--- config.mk ---
export PLATFORM = sky130hd
export DESIGN_NAME = tone_sequencer
export DESIGN_NICKNAME = d
export VERILOG_FILES = /design/src/rtl/tone_sequencer_pkg.sv /design/src/rtl/tone_sequencer_table.sv /design/src/rtl/tone_sequencer.sv
export SDC_FILE = /design/constraint.sdc
export NUM_CORES = 1
export LEC_CHECK = 0
export BUFFER_PORTS_ARGS = -buffer_cell sky130_fd_sc_hd__clkbuf_2
export CAP_MARGIN = 20
export CORE_MARGIN = 3
export CORE_UTILIZATION = 30
export DETAILED_ROUTE_END_ITERATION = 8
export GPL_TIMING_DRIVEN = 0
export HOLD_SLACK_MARGIN = 0.12
export PLACE_DENSITY = 0.57
export SLEW_MARGIN = 10
export SYNTH_ARGS = -nofsm -noshare
export SYNTH_HDL_FRONTEND = slang
export SYNTH_SLANG_ARGS = --single-unit
--- constraint.sdc ---
create_clock -name clk -period 4.2 [get_ports clk]
set_input_delay 0 -clock clk [delete_from_list [all_inputs] [get_ports clk]]
set_output_delay 0 -clock clk [all_outputs]
set_load 0.005 [all_outputs]
--- src/rtl/tone_sequencer_pkg.sv ---
// Shared types and default widths for the tone sequencer and its table.
package tone_sequencer_pkg;

  localparam int DW_DEF = 12;
  localparam int CW_DEF = 16;

  typedef enum logic [1:0] {
    IDLE = 2'd0,
    TONE = 2'd1,
    GAP  = 2'd2,
    DONE = 2'd3
  } seq_state_e;

  // One programmed tone: two phase increments and a dwell length in cycles.
  typedef struct packed {
    logic [DW_DEF-1:0] delta_a;
    logic [DW_DEF-1:0] delta_b;
    logic [CW_DEF-1:0] dur;
  } tone_entry_t;

endpackage

--- src/rtl/tone_sequencer_table.sv ---
// Tone table: register file with a synchronous write port and a combinational
// read port. A same-cycle write and read of one address returns the old entry.
module tone_table
  import tone_sequencer_pkg::*;
#(
  parameter int DEPTH = 16,
  parameter int AW    = 4
) (
  input  logic          clk,
  input  logic          wr_en,
  input  logic [AW-1:0] wr_addr,
  input  tone_entry_t   wr_data,
  input  logic [AW-1:0] rd_addr,
  output tone_entry_t   rd_data
);

  tone_entry_t mem [DEPTH];

  // Table storage is deliberately not reset; software programs it before use.
  always_ff @(posedge clk) begin
    if (wr_en) begin
      mem[wr_addr] <= wr_data;
    end
  end

  assign rd_data = mem[rd_addr];

endmodule

--- src/rtl/tone_sequencer.sv ---
// Tone sequencer: plays table entries in order onto the sine-sum generator
// phase increments, with optional silent gaps, one-shot or looping playback.
module tone_sequencer
  import tone_sequencer_pkg::*;
#(
  parameter int DEPTH = 16,
  parameter int AW    = 4,
  parameter int DW    = DW_DEF,
  parameter int CW    = CW_DEF
) (
  input  logic          clk,
  input  logic          rst,
  input  logic          wr_en,
  input  logic [AW-1:0] wr_addr,
  input  logic [DW-1:0] wr_delta_a,
  input  logic [DW-1:0] wr_delta_b,
  input  logic [CW-1:0] wr_dur,
  input  logic [AW:0]   num_entries,
  input  logic [CW-1:0] gap_len,
  input  logic          loop,
  input  logic          start,
  input  logic          stop,
  output logic [DW-1:0] delta_a,
  output logic [DW-1:0] delta_b,
  output logic          tone_on,
  output logic          busy,
  output logic [AW-1:0] cur_idx,
  output logic          done
);

  seq_state_e    state_q, state_d;
  logic [CW-1:0] cnt_q, cnt_d;
  logic [CW-1:0] gap_q, gap_d;
  logic [AW-1:0] last_q, last_d;
  logic [AW-1:0] idx_d;
  logic [DW-1:0] delta_a_d, delta_b_d;
  logic          tone_on_d, busy_d, done_d;

  logic [AW-1:0] rd_addr;
  tone_entry_t   rd_entry;
  tone_entry_t   wr_entry;
  logic [AW:0]   n_clamp;
  logic          advance;
  logic          load;

  assign wr_entry = '{delta_a: wr_delta_a, delta_b: wr_delta_b, dur: wr_dur};

  tone_table #(
    .DEPTH (DEPTH),
    .AW    (AW)
  ) u_table (
    .clk     (clk),
    .wr_en   (wr_en),
    .wr_addr (wr_addr),
    .wr_data (wr_entry),
    .rd_addr (rd_addr),
    .rd_data (rd_entry)
  );

  // Requests above the table size play the whole table.
  always_comb begin
    n_clamp = num_entries;
    if (num_entries > (AW+1)'(DEPTH)) begin
      n_clamp = (AW+1)'(DEPTH);
    end
  end

  // Next-state, next-output and table read address for the playback FSM.
  always_comb begin
    state_d   = state_q;
    idx_d     = cur_idx;
    cnt_d     = cnt_q;
    gap_d     = gap_q;
    last_d    = last_q;
    delta_a_d = delta_a;
    delta_b_d = delta_b;
    tone_on_d = tone_on;
    done_d    = 1'b0;
    advance   = 1'b0;
    load      = 1'b0;
    rd_addr   = '0;

    unique case (state_q)
      IDLE: begin
        if (start && !stop && (num_entries != '0)) begin
          // Run configuration is frozen here; loop stays live.
          last_d = AW'(n_clamp - (AW+1)'(1));
          gap_d  = gap_len;
          idx_d  = '0;
          load   = 1'b1;
        end
      end
      TONE: begin
        if (cnt_q != '0) begin
          cnt_d = cnt_q - CW'(1);
        end else if (gap_q != '0) begin
          state_d   = GAP;
          cnt_d     = gap_q - CW'(1);
          delta_a_d = '0;
          delta_b_d = '0;
          tone_on_d = 1'b0;
        end else begin
          advance = 1'b1;
        end
      end
      GAP: begin
        if (cnt_q != '0) begin
          cnt_d = cnt_q - CW'(1);
        end else begin
          advance = 1'b1;
        end
      end
      DONE: begin
        state_d = IDLE;
      end
      default: begin
        state_d = IDLE;
      end
    endcase

    if (advance) begin
      if (cur_idx != last_q) begin
        rd_addr = cur_idx + AW'(1);
        idx_d   = cur_idx + AW'(1);
        load    = 1'b1;
      end else if (loop) begin
        rd_addr = '0;
        idx_d   = '0;
        load    = 1'b1;
      end else begin
        state_d   = DONE;
        done_d    = 1'b1;
        delta_a_d = '0;
        delta_b_d = '0;
        tone_on_d = 1'b0;
      end
    end

    // Entry is captured into the output and dwell registers on entry to TONE,
    // so later table writes only show up at the next load of that entry.
    if (load) begin
      state_d   = TONE;
      delta_a_d = rd_entry.delta_a;
      delta_b_d = rd_entry.delta_b;
      tone_on_d = 1'b1;
      cnt_d     = (rd_entry.dur == '0) ? '0 : rd_entry.dur - CW'(1);
    end

    // Abort overrides everything else; cur_idx keeps the last played entry.
    if (stop && (state_q != IDLE)) begin
      state_d   = IDLE;
      idx_d     = cur_idx;
      delta_a_d = '0;
      delta_b_d = '0;
      tone_on_d = 1'b0;
      done_d    = 1'b0;
    end

    busy_d = (state_d != IDLE);
  end

  // State, counters and registered outputs.
  always_ff @(posedge clk) begin
    if (rst) begin
      state_q <= IDLE;
      cnt_q   <= '0;
      gap_q   <= '0;
      last_q  <= '0;
      cur_idx <= '0;
      delta_a <= '0;
      delta_b <= '0;
      tone_on <= 1'b0;
      busy    <= 1'b0;
      done    <= 1'b0;
    end else begin
      state_q <= state_d;
      cnt_q   <= cnt_d;
      gap_q   <= gap_d;
      last_q  <= last_d;
      cur_idx <= idx_d;
      delta_a <= delta_a_d;
      delta_b <= delta_b_d;
      tone_on <= tone_on_d;
      busy    <= busy_d;
      done    <= done_d;
    end
  end

endmodule

# ---- Word-level counts from Yosys, hierarchy flattened
# Memories as Yosys holds them, arrays and structs flattened.
# Cells that the tools add are included.
dict set report word_totals {
  latch_bits 0
  output_inout_bits 31
  ramBits 640
  register_bits 69
  inputBits 71
  romBits 0
  mem_count 1
}
dict set report op_classes {
  shifts 0
  mul 0
  n_reduce_logical 16
  n_lt_le_gt_ge 1
  n_div 0
  add_sub_neg 5
  n_eq_ne 6
  n_mux 55
  bitwise_logic 1
}
# name words width rd rd_clocked_by_memory_dff wr line
set memory_table {}
lappend memory_table {u_table.mem 16 40 1 0 1 tone_sequencer_table.sv:17} ;# tone_entry_t mem [DEPTH];
# cell n
set ops {}
lappend ops {{$mux 12} 14}
lappend ops {{$mux 16} 5}
lappend ops {{$sub 16x1->16 const B} 3}
lappend ops {{$mux 4} 8}
lappend ops {{$pmux 16 s2} 1}
lappend ops {{$reduce_bool 16->1} 2}
lappend ops {{$mux 1} 18}
lappend ops {{$logic_not 16->1} 1}
lappend ops {{$mux 2} 7}
lappend ops {{$gt 5x5->1 const B} 1}
lappend ops {{$reduce_bool 5->1} 1}
lappend ops {{$add 4x1->4 const B} 1}
lappend ops {{$eq 2x2->1 const B} 2}
lappend ops {{$ne 4x4->1} 1}
lappend ops {{$ne 4x4->1 const B} 1}
lappend ops {{$pmux 2 s2} 1}
lappend ops {{$reduce_bool 2->1} 2}
lappend ops {{$reduce_or 4->1} 1}
lappend ops {{$sub 4x1->4 const B} 1}
lappend ops {{$logic_and 1x1->1} 3}
lappend ops {{$ne 3x3->1 const B} 1}
lappend ops {{$reduce_and 3->1} 1}
lappend ops {{$reduce_bool 3->1} 1}
lappend ops {{$eq 2x1->1 const B} 1}
lappend ops {{other kinds (6)} 6}

# ---- Depth between registers and ports, before layout
# Gate-level depths: netlist of the first run.
dict set report depth {
  ltp_word 11
  mapped_depth 21
  mapped_depth_nobuf 17
}

# ---- Cells and area by module
# Synthesis of the first run repeated with hierarchy kept, for this count alone.
dict set report hier_totals {
  hier_cells 1486
  hier_area_um2 28469.8
}
# module instances cells_each area_per_inst_um2
set by_module_without_submodules {}
lappend by_module_without_submodules {tone_table 1 1000 24330.8}
lappend by_module_without_submodules {tone_sequencer 1 486 4139.0}

# ---- Worst setup path before layout of the first run
# Ideal clock, no wire load.
dict set report synth_path {
  path_kind {register to register}
  start {register gap_q[0]}
  end {register cnt_q[12]}
  synth_period_minus_slack_ns 3.930
  path_stages_with_launch 20
  t_arrival_ns 3.802
  path_slack_ns 0.270
  n_path_buf 2
  required_ns 4.072
  cell_sequence {dfxtp_1 > inv_1 > ha_1 > nor3b_1 > a41oi_2 > buf_4 > nor3_4 > nand2_1 > a221o_1 > a211oi_2 > or2_2 > ha_1 > inv_1 > nor3b_2 > nand4_4 > nor4_4 > nor2_2 > buf_6 > a22oi_2 > nor2_1}
}
dict set report synth_via {
  elab_chain_len 9
  elab_cells_between_ends 19
  classes_between {add/sub: 2; eq/ne: 2; mux: 10; reduce/logical: 4; memory: 1}
}
# item line
set synth_lines {}
lappend synth_lines {{from (decl)} tone_sequencer.sv:33} ;# logic [CW-1:0] gap_q, gap_d;
lappend synth_lines {{from (signal assigned)} tone_sequencer.sv:178} ;# gap_q <= gap_d;
lappend synth_lines {{$reduce_bool 16->1} tone_sequencer.sv:96} ;# end else if (gap_q != '0) begin
lappend synth_lines {{$mux 1} tone_sequencer.sv:96}
lappend synth_lines {{$mux 1} tone_sequencer.sv:94} ;# if (cnt_q != '0) begin
lappend synth_lines {{$pmux 1 s2} tone_sequencer.sv:83} ;# unique case (state_q)
lappend synth_lines {{$mux 4} tone_sequencer.sv:121} ;# if (advance) begin
lappend synth_lines {{$mem_v2 16x40} --}
lappend synth_lines {{$sub 16x1->16 or $logic_not 16->1 (tied branches)} tone_sequencer.sv:146} ;# cnt_d = (rd_entry.dur == '0) ? '0 : rd_entry.dur - CW'(1);
lappend synth_lines {{$mux 16} tone_sequencer.sv:146}
lappend synth_lines {{$mux 16} tone_sequencer.sv:141} ;# if (load) begin
lappend synth_lines {{to (signal assigned)} tone_sequencer.sv:177} ;# cnt_q <= cnt_d;
lappend synth_lines {{to (decl)} tone_sequencer.sv:32} ;# logic [CW-1:0] cnt_q, cnt_d;
# Several ways; a longest one is shown, not always the timed one. The select of a mux whose other input is x is not followed.
# A chain may end at the register's enable or synchronous reset.

# ---- Worst setup path after layout of the first run
dict set report layout_path {
  start {register gap_q[1]}
  end {register cnt_q[12]}
}
# Same word-level chain as after synthesis.

==> run metrics, run 1 <==
area grow syn2layout 24.6%; Clock Sinks 709; Hold Crit Depth 4; Leak 12.5 nW; Seq cells post-synth slightly above 700; crit path launch type flop; min-delay src num_entries[2]; top fanout value on the critical path 8; Layout Nets approximately 2800; vias per cell approximately 5.2; width of the die 320 um; WL/cell 23.0 um; Worst Hold Path EP state_q[0]; via count 20800; Hold Crit Class primary input to flop; CTS buffer count 74; Unique masters post-synth 84; Data required, critical path around 4.7 ns; VDD IR max ~0.00031 V; count leader, synth edfxtp_1; Min Hold Slack between 0.15 and 0.2 ns; Worst Slack Setup Final 0.0759 ns; Yosys top cell by area edfxtp_1; starting density of the core 30.4%; RSZ-0062 raised after global routing true; initial DRC count 2057; Die Height 320 um; pin count of the biggest net entering global routing 25; die footprint 0.102 sq mm; Worst setup EP type flop; area share of the largest cell type after synthesis 65.2%; power per cell area 427 mW/mm^2; setup TNS 0 ns; row count between 100 and 150; M1 wire length 38500 um; Data arrival, critical path between 4 and 5 ns; FF-to-FF path depth 16; ys flop type edfxtp_1; Fin. Hold Viols 0; Reg2Reg Setup Slack 0.08 ns; ANT nets after route 0; CTS root buf clkbuf_16; skew final 0.0386 ns; fin cells 4023; first-pass GRT wire length between 100000 and 150000 um; relative slew slack 27.1%; GR Overflow Total 0; metal3 WL 6520 um; r2r startpoint gap_q[1]; slew at the pin closest to its max-slew limit roughly 1.1 ns; EDFF count, synth 640; Port Buffers 101; initial antenna violation count 2; Yosys Warn Count 0; Tcrit/Tclk final 98.2%; worst skew pair latency 0.65 ns; CTS max path bufs 3; # DRC 0; sequential share of the synthesized area between 60% and 70%; reg2reg end cnt_q[12]; clock period minus worst slack 4.12 ns; max-slew violations 0; Setup CP Type flop to flop; Pwr Total 15.7 mW; Final GP Congestion 0.860; DRT Wirelength 92500 um; Post-Syn Area 0.0295 sq mm; DR WL met2 45100 um; ys async rst share 0%; placed cell count 3746; Gate Count Post-Synth 2320; status completed; share of cells above drive strength 1 17.7%; max capacitance violation total 0; CTS tree done; Core Box Area 0.0971 sq mm; Area contributors post-synth edfxtp_1, dfxtp_1, nand3_1; total track usage 17.7%; vias in the first global route 20500; Synthesized Nets 2402; Post-synth top cells edfxtp_1, nor2_1, nand2_1; Max Used Layer met4; Multi-input gate area 0.00868 sq mm; FF+latch area 0.0206 sq mm; I/O pin cnt between 100 and 150; # fillers 9259; Setup Viol. Count Final 0; synthesized area per cell 12.7 sq um; Clk pin slew, worst setup/hold paths 0.06 ns; Setup WS pre-CTS -1.18 ns; DR pass1 iterations 5; Max H-tree Level 3; DP Wirelength approximately 61000 um; Peak Freq 242 MHz
-- flip-flops by register name (all words and copies together) (netlist names) --
| register | count |
|---|---|
| delta_b | 12 |
| u_table.mem | 640 |
| state_q | 2 |
| cur_idx | 4 |
| tone_on | 1 |
| gap_q | 16 |
| delta_a | 12 |
| last_q | 4 |
| busy | 1 |
| done | 1 |
| cnt_q | 16 |
-- metal layers --
metal	track usage (%)	vias up
li1	-	9405
met1	23.1	10400
met2	30.2	870
met3	3.10	152
met4	5.00	0
met5	0	-
-- power by group --
group / total, mW / switching [mW] / internal [mW]
registers: 7.94 / 0.0839 / 7.86
logic: 0.990 / 0.612 / 0.378
clock network: 6.78 / 2.91 / 3.87
-- logic make-up (layout without fill, tap and decap cells) --
logic type	after synthesis	in the layout	synth area share, %
AO/OA/AOI/OAI	345	345	7.54
XOR/XNOR	38	38	1.20
adder cells (fa/ha/maj)	11	11	0.467
buffers and inverters	149	574	2.04
flip-flops	709	709	69.8
multiplexers	94	94	3.67
other	0	2	0
AND/OR/NAND/NOR	974	974	15.2
-- cells in the final DEF (no fill, tap or decap), types with 74 or more instances in the layout --
master	count
a21oi_1	81
clkbuf_1	99
clkbuf_16	74
clkbuf_2	118
dlygate4sd3_1	100
edfxtp_1	640
nand2_1	269
nand3_1	266
nor2_1	284
o21ai_0	125
-- worst max-delay path by stage --
stage	from	end	slack (ns)
4_1_cts	gap_q[2]	cnt_q[12]	-0.008
3_3_place_gp	wr_addr[2]	u_table.mem[0][36]	-3.18
3_5_place_dp	cur_idx[1]	cnt_q[12]	-1.18
2_1_floorplan	gap_q[0]	cnt_q[12]	0.27
5_1_grt	gap_q[0]	cnt_q[12]	-0.1
6_report	gap_q[1]	cnt_q[12]	0.08
-- metrics by stage --
stage	cell area (sq um)	util [%]
final	36800	37.8
after global routing	36800	37.8
after CTS	36300	37.4
after detailed placement	32500	33.5
after global placement	31600	32.5
after floorplan	29500	-
-- worst max-delay path: stages, from the launching register on --
cell,delay (ns)
dfxtp_2,0.33
inv_2,0.09
ha_4,0.13
nor3b_4,0.26
buf_4,0.16
a41o_2,0.37
nand3_2,0.35
nor3_4,0.45
a22oi_1,0.15
a21oi_1,0.43
nand4_2,0.32
nor4_4,0.31
buf_4,0.19
nor2_4,0.06
buf_6,0.15
a22oi_2,0.17
nor2_1,0.05
-- final cells by class --
type	count	share of cell area, %
Antenna cell	2	0.0136
Tap cell	1276	4.34
Clock buffer	97	5.36
Clock inverter	39	1.48
Multi-Input combinational cell	1462	23.6
Inverter	13	0.133
Buffer	134	1.83
Timing Repair Buffer	291	7.15
Sequential cell	709	56.1
-- what timing repair did --
| item | CTS | global route |
|---|---|---|
| endpoints found under the hold margin | 783 | 0 |
| hold buffers | 100 | 0 |
| gates cloned | 0 | 1 |
| gates resized for setup | 72 | 68 |
| setup endpoints to repair | 40 | 40 |
| setup buffers | 10 | 30 |
| pin swaps | 6 | 19 |
Power figures use the tool's default switching activity.
==> run 2, diff against run 1 <==
--- a/config.mk
+++ b/config.mk
@@ -7,12 +7,11 @@
 export LEC_CHECK = 0
 export BUFFER_PORTS_ARGS = -buffer_cell sky130_fd_sc_hd__clkbuf_2
 export CAP_MARGIN = 20
-export CORE_MARGIN = 3
-export CORE_UTILIZATION = 30
+export CORE_MARGIN = 2
+export CORE_UTILIZATION = 56
 export DETAILED_ROUTE_END_ITERATION = 8
-export GPL_TIMING_DRIVEN = 0
 export HOLD_SLACK_MARGIN = 0.12
-export PLACE_DENSITY = 0.57
+export PLACE_DENSITY = 0.87
 export SLEW_MARGIN = 10
 export SYNTH_ARGS = -nofsm -noshare
 export SYNTH_HDL_FRONTEND = slang
==> run metrics, run 2 (synthesis gave the netlist of run 1 again) <==
Hold Crit Class primary input to flop; skew final 0.0493 ns (+0.0107 ns); GR Overflow Total 0 (unchanged); CTS buffer count 71 (-4.1%); first-pass GRT wire length 129000 um (-4.6%); Multi-input gate area 0.00852 sq mm (-1.9%); RSZ-0062 raised after global routing false; fin cells 3331 (-17%); Largest regs u_table.mem: 640 flops, cnt_q: 16 flops, gap_q: 16 flops; relative slew slack 23.4% (-3.7 points); Peak Freq 250 MHz (+2.9%); Logic pwr share 6.2% (about the same); max-slew violations 0 (unchanged); die footprint 0.0545 sq mm (-47%); starting density of the core 56.4% (+26 points); Max H-tree Level 3 (unchanged); row count 84 (-26%); Clk pin slew, worst setup/hold paths 0.06 ns (about the same); vias per cell 6.53 (+26%); r2r startpoint state_q[1]; Hold Crit Depth 3 (-1); worst skew pair latency 0.64 ns (about the same); net switching share of the total power 22.5% (-0.49 points); FF-to-FF path depth 13 (-3); ANT nets after route 0 (unchanged); Setup CP Type flop to flop; Data required, critical path 4.74 ns (+0.06 ns); reg2reg end delta_a[10]; WL/cell 26.0 um (+13%); # fillers 3388 (-63%); pin count of the biggest net entering global routing 101 (+300%); max capacitance violation total 0 (unchanged); Clk pwr share 41.7% (-1.5 points); Worst setup EP type flop; DRT Wirelength 86500 um (-6.5%); total track usage 31.7% (+14 points); Leak 12.1 nW (-3.7%); diodes inserted 0 (-2); clock period minus worst slack 4.01 ns (-0.118 ns); power per cell area 437 mW/mm^2 (+2.2%); CTS tree done; placed cell count 3088 (-18%); DP Wirelength 47300 um (-23%); Die Height 233 um (-27%); min-delay src wr_en; FF+latch area 0.0206 sq mm (about the same); area grow syn2layout 18.4%; slew at the pin closest to its max-slew limit 1.15 ns (+0.0835 ns); Fin. Hold Viols 0 (unchanged); crit path launch type flop; via count 21700 (+4.3%); Layout Nets 2668 (-3.6%); max reg flops 640 (unchanged); CTS max path bufs 3 (unchanged); Tcrit/Tclk final 95.4% (-2.8 points); Clock Sinks 709 (unchanged); status completed; Final Cell Area 0.0349 sq mm (-5.0%); Reg2Reg Setup Slack 0.19 ns (+0.12 ns); vias in the first global route 21500 (+4.5%); Pint 11.8 mW (-2.3%); Cell Area, Placed 0.0314 sq mm (-3.4%); # DRC 0 (unchanged); Final GP Congestion 0.976 (+13%); Data arrival, critical path 4.55 ns (-0.06 ns); Largest Register u_table.mem; DR pass1 iterations 6 (+1); commonest cells after routing, fill and taps aside edfxtp_1, nor2_1, nand2_1, nand3_1, o21ai_0; CTS root buf clkbuf_16; Worst Hold Path EP u_table.mem[11][4]; width of the die 233 um (-27%); Setup Viol. Count Final 0 (unchanged); Core Box Area 0.0523 sq mm (-46%); I/O pin cnt 102 (unchanged); top fanout value on the critical path 100 (+92); share of cells above drive strength 1 16.5% (-1.2 points); initial DRC count 3218 (+56%); setup TNS 0 ns (unchanged); switching pwr 3.43 mW (-4.9%); VDD IR max 0.000446 V (+44%); initial antenna violation count 1 (-1); Port Buffers 101 (unchanged); commonest non-fill, non-tap cell in the layout edfxtp_1; part of the power in registers 52.1% (+1.6 points)
-- run 2: what timing repair did --
item / 4_1_cts / 5_1_grt
gates resized for setup: 0 / 12
buffers inserted: 0 / 3
endpoints found under the setup margin: 0 / 18
hold endpoints to repair: 687 / 0
hold buffers: 109 / 0
-- run 2: critical path, cell delays in order, from the launching register on --
cell and delay (ns):
dfxtp_1 0.38, inv_1 0.09, ha_1 0.27, o21a_2 0.28, o41a_1 0.22, nand4_4 0.21, buf_4 0.43, buf_4 0.90
nor2_1 0.10, o21ai_0 0.35, nand3_1 0.18, nand3_1 0.19, a32oi_1 0.12, nor2_1 0.15
-- run 2: layout make-up --
class | instances | area share (%)
well taps | 688 | 2.46
inverters | 13 | 0.140
repair buffers | 329 | 7.39
flip-flops and latches | 709 | 59.0
multi-input cells | 1462 | 24.4
clock inverters | 38 | 1.16
clock buffers | 92 | 5.49
-- run 2: through the flow --
| stage | setup WS (ns) | hold slack [ns] | power (mW) | utilization, % |
|---|---|---|---|---|
| after global routing | 0.0133 | 0.179 | 15.6 | 66.7 |
| final | 0.193 | 0.150 | 15.3 | 66.7 |
| after detailed placement | 0.0550 | 0.231 | 8.91 | 60.0 |
| after global placement | 0.0783 | 0.223 | 8.88 | 60.0 |
| after CTS | 0.0166 | 0.127 | 15.2 | 66.5 |
| after floorplan | 0.270 | 0.0989 | 8.52 | - |
-- run 2: worst max path at each step --
stage / start / to / slack [ns] / cells past startpoint
floorplan: gap_q[0] / cnt_q[12] / 0.27 / 19
global placement: cnt_q[0] / cnt_q[0] / 0.08 / 17
detailed placement: cnt_q[0] / cnt_q[0] / 0.05 / 17
CTS: cnt_q[0] / cnt_q[0] / 0.02 / 17
global route: gap_q[1] / cnt_q[10] / 0.01 / 20
finish: state_q[1] / delta_a[10] / 0.19 / 13
-- run 2: power by group through the flow --
stage | clock network [mW] | registers [mW] | logic [mW]
floorplan | 0 | 8.07 | 0.447
global placement | 0 | 8.07 | 0.803
detailed placement | 0 | 8.08 | 0.822
CTS | 6.36 | 7.94 | 0.912
global route | 6.63 | 7.95 | 1.01
finish | 6.37 | 7.94 | 0.949
-- run 2: layer usage --
layer  wire [um]  part of all wire, %  track usage [%]  up-vias
met5          13                0.015                0        -
met4        4570                  5.3             15.5        2
met3        9990                   12             6.59      350
met2       42700                   49             53.6     1798
met1       29200                   34             38.9    10400
li1            -                    -                -     9192
